==> config.mk <==
export PLATFORM = sky130hd
export DESIGN_NAME = traffic_lamp_monitor
export DESIGN_NICKNAME = d
export VERILOG_FILES = /design/src/rtl/traffic_lamp_monitor.sv
export SDC_FILE = /design/constraint.sdc
export NUM_CORES = 1
export LEC_CHECK = 0
export CAP_MARGIN = 40
export CORE_MARGIN = 2
export CORE_UTILIZATION = 55
export DETAILED_ROUTE_END_ITERATION = 10
export MAX_ROUTING_LAYER = met4
export PLACE_DENSITY = 0.87
export SLEW_MARGIN = 25
export SYNTH_ARGS = -nofsm -noshare
export SYNTH_HDL_FRONTEND = slang
export SYNTH_SLANG_ARGS = --single-unit
==> constraint.sdc <==
create_clock -name i_clk -period 6.2 [get_ports i_clk]
set_input_delay 1.24 -clock i_clk [delete_from_list [all_inputs] [get_ports i_clk]]
set_output_delay 1.24 -clock i_clk [all_outputs]
set_load 0.03 [all_outputs]
==> src/rtl/traffic_lamp_monitor.sv <==
// Traffic-light lamp monitor: decodes the six lamps back to the Gray state and checks phase order and durations.
// Optional build macro TRAFFIC_MON_FLASH_EN enables the fail-safe flashing red output in FAULT.
module traffic_lamp_monitor #(
   parameter int CNT_W     = 8,
   parameter int MIN_LONG  = 8,
   parameter int MIN_SHORT = 2,
   parameter int MAX_SHORT = 6,
   parameter int FLASH_DIV = 4
) (
   input  logic             i_clk,
   input  logic             i_reset,
   input  logic             i_clear,
   input  logic             i_Main_red,
   input  logic             i_Main_yellow,
   input  logic             i_Main_green,
   input  logic             i_Side_red,
   input  logic             i_Side_yellow,
   input  logic             i_Side_green,
   output logic [1:0]       o_G,
   output logic             o_valid,
   output logic             o_phase_done,
   output logic [CNT_W-1:0] o_phase_len,
   output logic             o_fault,
   output logic [2:0]       o_fault_code,
   output logic             o_flash_red
);

   localparam logic [1:0] ST_INIT  = 2'd0;
   localparam logic [1:0] ST_TRACK = 2'd1;
   localparam logic [1:0] ST_FAULT = 2'd2;

   localparam logic [2:0] CODE_PATTERN = 3'd1;
   localparam logic [2:0] CODE_ORDER   = 3'd2;
   localparam logic [2:0] CODE_SHORT   = 3'd3;
   localparam logic [2:0] CODE_TIMEOUT = 3'd4;

   localparam logic [CNT_W-1:0] CNT_MAX     = '1;
   localparam logic [CNT_W-1:0] CNT_ONE     = CNT_W'(1);
   localparam logic [CNT_W-1:0] MIN_LONG_C  = CNT_W'(MIN_LONG);
   localparam logic [CNT_W-1:0] MIN_SHORT_C = CNT_W'(MIN_SHORT);
   localparam logic [CNT_W-1:0] MAX_SHORT_C = CNT_W'(MAX_SHORT);

   if (MAX_SHORT <= MIN_SHORT || FLASH_DIV < 1) begin : g_param_check
      $error("traffic_lamp_monitor: need MAX_SHORT > MIN_SHORT and FLASH_DIV >= 1");
   end

   function automatic logic [CNT_W-1:0] sat_inc(input logic [CNT_W-1:0] v);
      return (v == CNT_MAX) ? v : v + CNT_ONE;
   endfunction

   function automatic logic [1:0] gray_next(input logic [1:0] g);
      case (g)
         2'b00:   return 2'b01;
         2'b01:   return 2'b11;
         2'b11:   return 2'b10;
         default: return 2'b00;
      endcase
   endfunction

   logic [5:0]       lamp_q, lamp_d;
   logic [1:0]       st_q, st_d;
   logic [1:0]       g_q, g_d;
   logic             valid_q, valid_d;
   logic             done_q, done_d;
   logic [CNT_W-1:0] len_q, len_d;
   logic             fault_q, fault_d;
   logic [2:0]       code_q, code_d;
   logic [CNT_W-1:0] cnt_q, cnt_d;
   logic [CNT_W-1:0] cnt_inc;
   logic [2:0]       trip;
   logic             pat_ok;
   logic [1:0]       pat_g;
   logic             phase_short;

   // Stage 1: lamp capture
   assign lamp_d = {i_Main_red, i_Main_yellow, i_Main_green,
                    i_Side_red, i_Side_yellow, i_Side_green};

   // Stage 2: decode and sequence checking
   always_comb begin
      pat_ok = 1'b1;
      pat_g  = 2'b00;
      case (lamp_q)
         6'b001100: pat_g = 2'b00;
         6'b010100: pat_g = 2'b01;
         6'b100001: pat_g = 2'b11;
         6'b100010: pat_g = 2'b10;
         default:   pat_ok = 1'b0;
      endcase
   end

   always_comb begin
      st_d        = st_q;
      g_d         = g_q;
      valid_d     = valid_q;
      done_d      = 1'b0;
      len_d       = len_q;
      fault_d     = fault_q;
      code_d      = code_q;
      cnt_d       = cnt_q;
      trip        = 3'd0;
      cnt_inc     = sat_inc(cnt_q);
      // Yellow states have odd Gray parity; greens need the longer minimum.
      phase_short = (g_q[1] ^ g_q[0]) ? (cnt_q < MIN_SHORT_C) : (cnt_q < MIN_LONG_C);
      if (i_clear) begin
         st_d    = ST_INIT;
         valid_d = 1'b0;
         fault_d = 1'b0;
         code_d  = 3'd0;
         cnt_d   = '0;
      end else begin
         case (st_q)
            ST_INIT: begin
               if (pat_ok) begin
                  st_d    = ST_TRACK;
                  g_d     = pat_g;
                  cnt_d   = CNT_ONE;
                  valid_d = 1'b1;
               end
            end
            ST_TRACK: begin
               if (!pat_ok) begin
                  trip = CODE_PATTERN;
               end else if (pat_g == g_q) begin
                  cnt_d = cnt_inc;
                  if ((g_q[1] ^ g_q[0]) && cnt_inc >= MAX_SHORT_C) trip = CODE_TIMEOUT;
               end else if (pat_g != gray_next(g_q)) begin
                  g_d  = pat_g;
                  trip = CODE_ORDER;
               end else begin
                  len_d  = cnt_q;
                  done_d = 1'b1;
                  cnt_d  = CNT_ONE;
                  g_d    = pat_g;
                  if (phase_short) trip = CODE_SHORT;
               end
            end
            default: ;
         endcase
         if (trip != 3'd0) begin
            st_d    = ST_FAULT;
            fault_d = 1'b1;
            valid_d = 1'b0;
            code_d  = trip;
         end
      end
   end

   always_ff @(posedge i_clk) begin
      if (i_reset) begin
         lamp_q  <= '0;
         st_q    <= ST_INIT;
         g_q     <= '0;
         valid_q <= 1'b0;
         done_q  <= 1'b0;
         len_q   <= '0;
         fault_q <= 1'b0;
         code_q  <= '0;
         cnt_q   <= '0;
      end else begin
         lamp_q  <= lamp_d;
         st_q    <= st_d;
         g_q     <= g_d;
         valid_q <= valid_d;
         done_q  <= done_d;
         len_q   <= len_d;
         fault_q <= fault_d;
         code_q  <= code_d;
         cnt_q   <= cnt_d;
      end
   end

`ifdef TRAFFIC_MON_FLASH_EN
   localparam int DIV_W = (FLASH_DIV > 1) ? $clog2(FLASH_DIV) : 1;
   localparam logic [DIV_W-1:0] DIV_LAST = DIV_W'(FLASH_DIV - 1);
   localparam logic [DIV_W-1:0] DIV_ONE  = DIV_W'(1);

   logic             flash_q, flash_d;
   logic [DIV_W-1:0] div_q, div_d;

   // Flash starts lit on the same edge the fault is latched.
   always_comb begin
      flash_d = 1'b0;
      div_d   = '0;
      if (!i_clear) begin
         if (st_q == ST_FAULT) begin
            if (div_q == DIV_LAST) begin
               flash_d = ~flash_q;
               div_d   = '0;
            end else begin
               flash_d = flash_q;
               div_d   = div_q + DIV_ONE;
            end
         end else if (trip != 3'd0) begin
            flash_d = 1'b1;
         end
      end
   end

   always_ff @(posedge i_clk) begin
      if (i_reset) begin
         flash_q <= 1'b0;
         div_q   <= '0;
      end else begin
         flash_q <= flash_d;
         div_q   <= div_d;
      end
   end

   assign o_flash_red = flash_q;
`else
   assign o_flash_red = 1'b0;
`endif

   assign o_G          = g_q;
   assign o_valid      = valid_q;
   assign o_phase_done = done_q;
   assign o_phase_len  = len_q;
   assign o_fault      = fault_q;
   assign o_fault_code = code_q;

endmodule

==> results_dict.tcl <==
set metrics [dict create \
    hold_path.class "reg -> reg" \
    holdPathEnd "o_phase_len[1]" \
    cts_tree "built" \
    power_frac_clock 0.370 \
    io_buffer_count 24 \
    synthFlopType "dfxtp_1" \
    cp-end-kind "flip-flop" \
    synthAdderAreaFrac 0.0347 \
    wirelength_um 4010 \
    root_buffer "clkbuf_4" \
    fin_crit_ps 2870 \
    p_sw_mw 0.0969 \
    place_hpwl_um 2840 \
    ctsHoldBuffers 0 \
    antenna_found_initial 0 \
    r2r_cells 6 \
    cts_resized 0 \
    start_util 0.585 \
    yosys_warnings 0 \
    max_slew_margin 0.478 \
    synth-seq-cells 31 \
    drv_slew 0 \
    synth_compound_area_frac 0.322 \
    yosys-top-cells-area "dfxtp_1 (34%), nand3_1 (5.6%), o21ai_0 (4.7%)" \
    setup_viol 0 \
    postRouteAntennaNets 0 \
    synth-seq-area-share 0.345 \
    firstDrtPassIters 4 \
    fmax_ghz 0.349 \
    r2r_setup_slack_ps 3660 \
    synth_area_leader_cell "dfxtp_1" \
    drt-initial-drc-count 112 \
    hold_viol 0 \
    htreeDepth 2 \
    cts_sinks 31 \
    regArea_um2 621 \
    seqPwrFrac 0.542 \
    fin_nets 246 \
    core_area_um2 3080 \
    vdd_ir_drop_max_mv 0.147 \
    fin_crit_sh 0.462 \
    final_layout_size_suffix_gt1_frac 0.0944 \
    io_pins 26 \
    critical_path_required_ps 6480 \
    yosys.area_share.simple 0.233 \
    worst_clock_skew_ps 6.25 \
    worst-slew-pin-transition_ps 775 \
    grt_usage 0.231 \
    overflow 0 \
    power.density_nw_per_um2 178 \
    grt_pass1_vias 1405 \
    diodes 0 \
    intPower_mw 0.282 \
    cts_inserted_buffers 5 \
    worst_r2r_endpoint "o_fault" \
    syn-num-nets 225 \
    grt_setup_unrepaired "false" \
    synthArstFlopShare 0 \
    reg2reg_from "lamp_q[2]" \
    avgViaCountPerCell 6.24 \
    comb_power_share 0.088 \
    die_w_um 61.2 \
    holdPathStages 2 \
    die_area_um2 3750 \
    cts.clk_slew.worst_paths_ps 100 \
    multi_input_area_um2 1100 \
    min_from "o_phase_len[1]" \
    synth-edff-count 0 \
    avgSynthCellArea_um2 8.53 \
    cts_setup_buffers 0 \
    p_leak_nw 0.702 \
    yosysTopAreaCellShare 0.345 \
    synth_top_family_by_area "compound AO/OA/AOI/OAI gates" \
    gp_congestion 0.925 \
    grt_pass1_wl_um 6350 \
    drv_cap 0 \
    start_kind "input pin" \
    route.vias.total 1728 \
    yosysUniqueCellTypes 61 \
    wl_per_cell_um 14.5 \
    cp_data_arrival_time_ps 3150 \
    synth-xor-area-share 0.0188 \
    clk_latency_ps 330 \
    switching_share 0.256 \
    die_h_um 61.2 \
    cts_buffer_depth 2 \
    fp-row-count 20 \
    critical_path_class "in -> reg" \
    power_mw 0.379 \
    synthToLayoutAreaGrowth_pct 18.3 \
    grt_max_degree 20 \
    synthMuxAreaShare 0 \
    status "complete, no violations" \
    syn_inst 211 \
    drc_errors 0 \
    fillCellCount 270 \
    fin_tns_setup_ps 0 \
    cp_max_fo 19 \
    syn_area_um2 1800 \
]
## state kept, by name (all words and copies together), names as in the netlist
name	count
lamp_q	6
o_fault	1
o_phase_len	8
o_valid	1
o_phase_done	1
o_fault_code	3
o_G	2
cnt_q	8
st_q	1
## synthesized netlist by cell type, drive strengths merged, types with 3 or more instances
cell and number:
o21ai 18, o211ai 4, and2 3, clkbuf 7, nor2b 6, ha 5, nand3 20, buf 5
inv 7, dfxtp 31, nand2 12, nor2 14, a21oi 14, xor2 3, a221oi 7, nor3 5
## worst max-delay path by stage
stage,from,end,slack [ps],cells after the start
6_report,i_reset,cnt_q[0],3330,5
5_1_grt,i_reset,cnt_q[0],3140,5
4_1_cts,i_reset,cnt_q[0],3340,5
3_5_place_dp,i_reset,cnt_q[0],3010,5
3_3_place_gp,i_reset,cnt_q[0],3020,5
2_1_floorplan,i_reset,cnt_q[3],3930,5
## cell type report
type | instances | area share
flip-flops and latches | 31 | 0.291
clock buffers | 7 | 0.0305
well taps | 44 | 0.0258
repair buffers | 26 | 0.120
inverters | 7 | 0.0123
multi-input cells | 161 | 0.517
clock inverters | 1 | 0.00352
## worst max-delay path, cell delays in order
cell             delay, ps
clkdlybuf4s50_1        740
nor2_1                 700
and2_1                 220
o41ai_1                 60
a21bo_2                180
## cells in the final DEF, fill, tap and decap left out, drive strengths merged, types with 5 or more instances in the layout
| cell | n |
|---|---|
| ha | 5 |
| nor2b | 6 |
| dfxtp | 31 |
| nor3 | 5 |
| inv | 7 |
| nand2 | 12 |
| clkdlybuf4s50 | 24 |
| o21ai | 18 |
| clkbuf | 8 |
| a221oi | 7 |
| a21oi | 14 |
| nand3 | 20 |
| nor2 | 14 |
## logic make-up after synthesis
group | Yosys count
other | 1
DFF | 31
AOI/OAI and AO/OA | 76
xor gates and xnor gates | 3
and+or+nand+nor | 76
buffers and inverters | 19
adders and majority gates | 5
## power by group through the flow
stage | clock [mW] | combinational (mW) | sequential [mW]
after global routing | 0.148 | 0.0363 | 0.206
after CTS | 0.143 | 0.0328 | 0.205
final | 0.140 | 0.0333 | 0.205
after global placement | 0 | 0.0322 | 0.210
after floorplan | 0 | 0.0223 | 0.210
after detailed placement | 0 | 0.0327 | 0.210
## metal layers
layer / wire (µm) / global-route usage / part of all wire / vias to the layer above
li1: - / - / - / 841
met5: 0 / - / 0 / -
met4: 36 / 0.0621 / 0.0090 / 0
met2: 1840 / 0.350 / 0.46 / 66
met3: 240 / 0.0462 / 0.060 / 5
met1: 1890 / 0.314 / 0.47 / 816
## through the flow
step / area (µm²) / setup slack [ps] / util / std cells / hold slack, ps
final: 2130 / 3330 / 0.692 / 277 / 477
after global routing: 2130 / 3140 / 0.692 / 277 / 495
after CTS: 2120 / 3340 / 0.690 / 276 / 479
after detailed placement: 2050 / 3010 / 0.666 / 268 / 456
after global placement: 2050 / 3020 / 0.666 / 268 / 452
after floorplan: 1800 / 3930 / - / 211 / 481
Note: power is estimated with default switching activity, not from simulation.
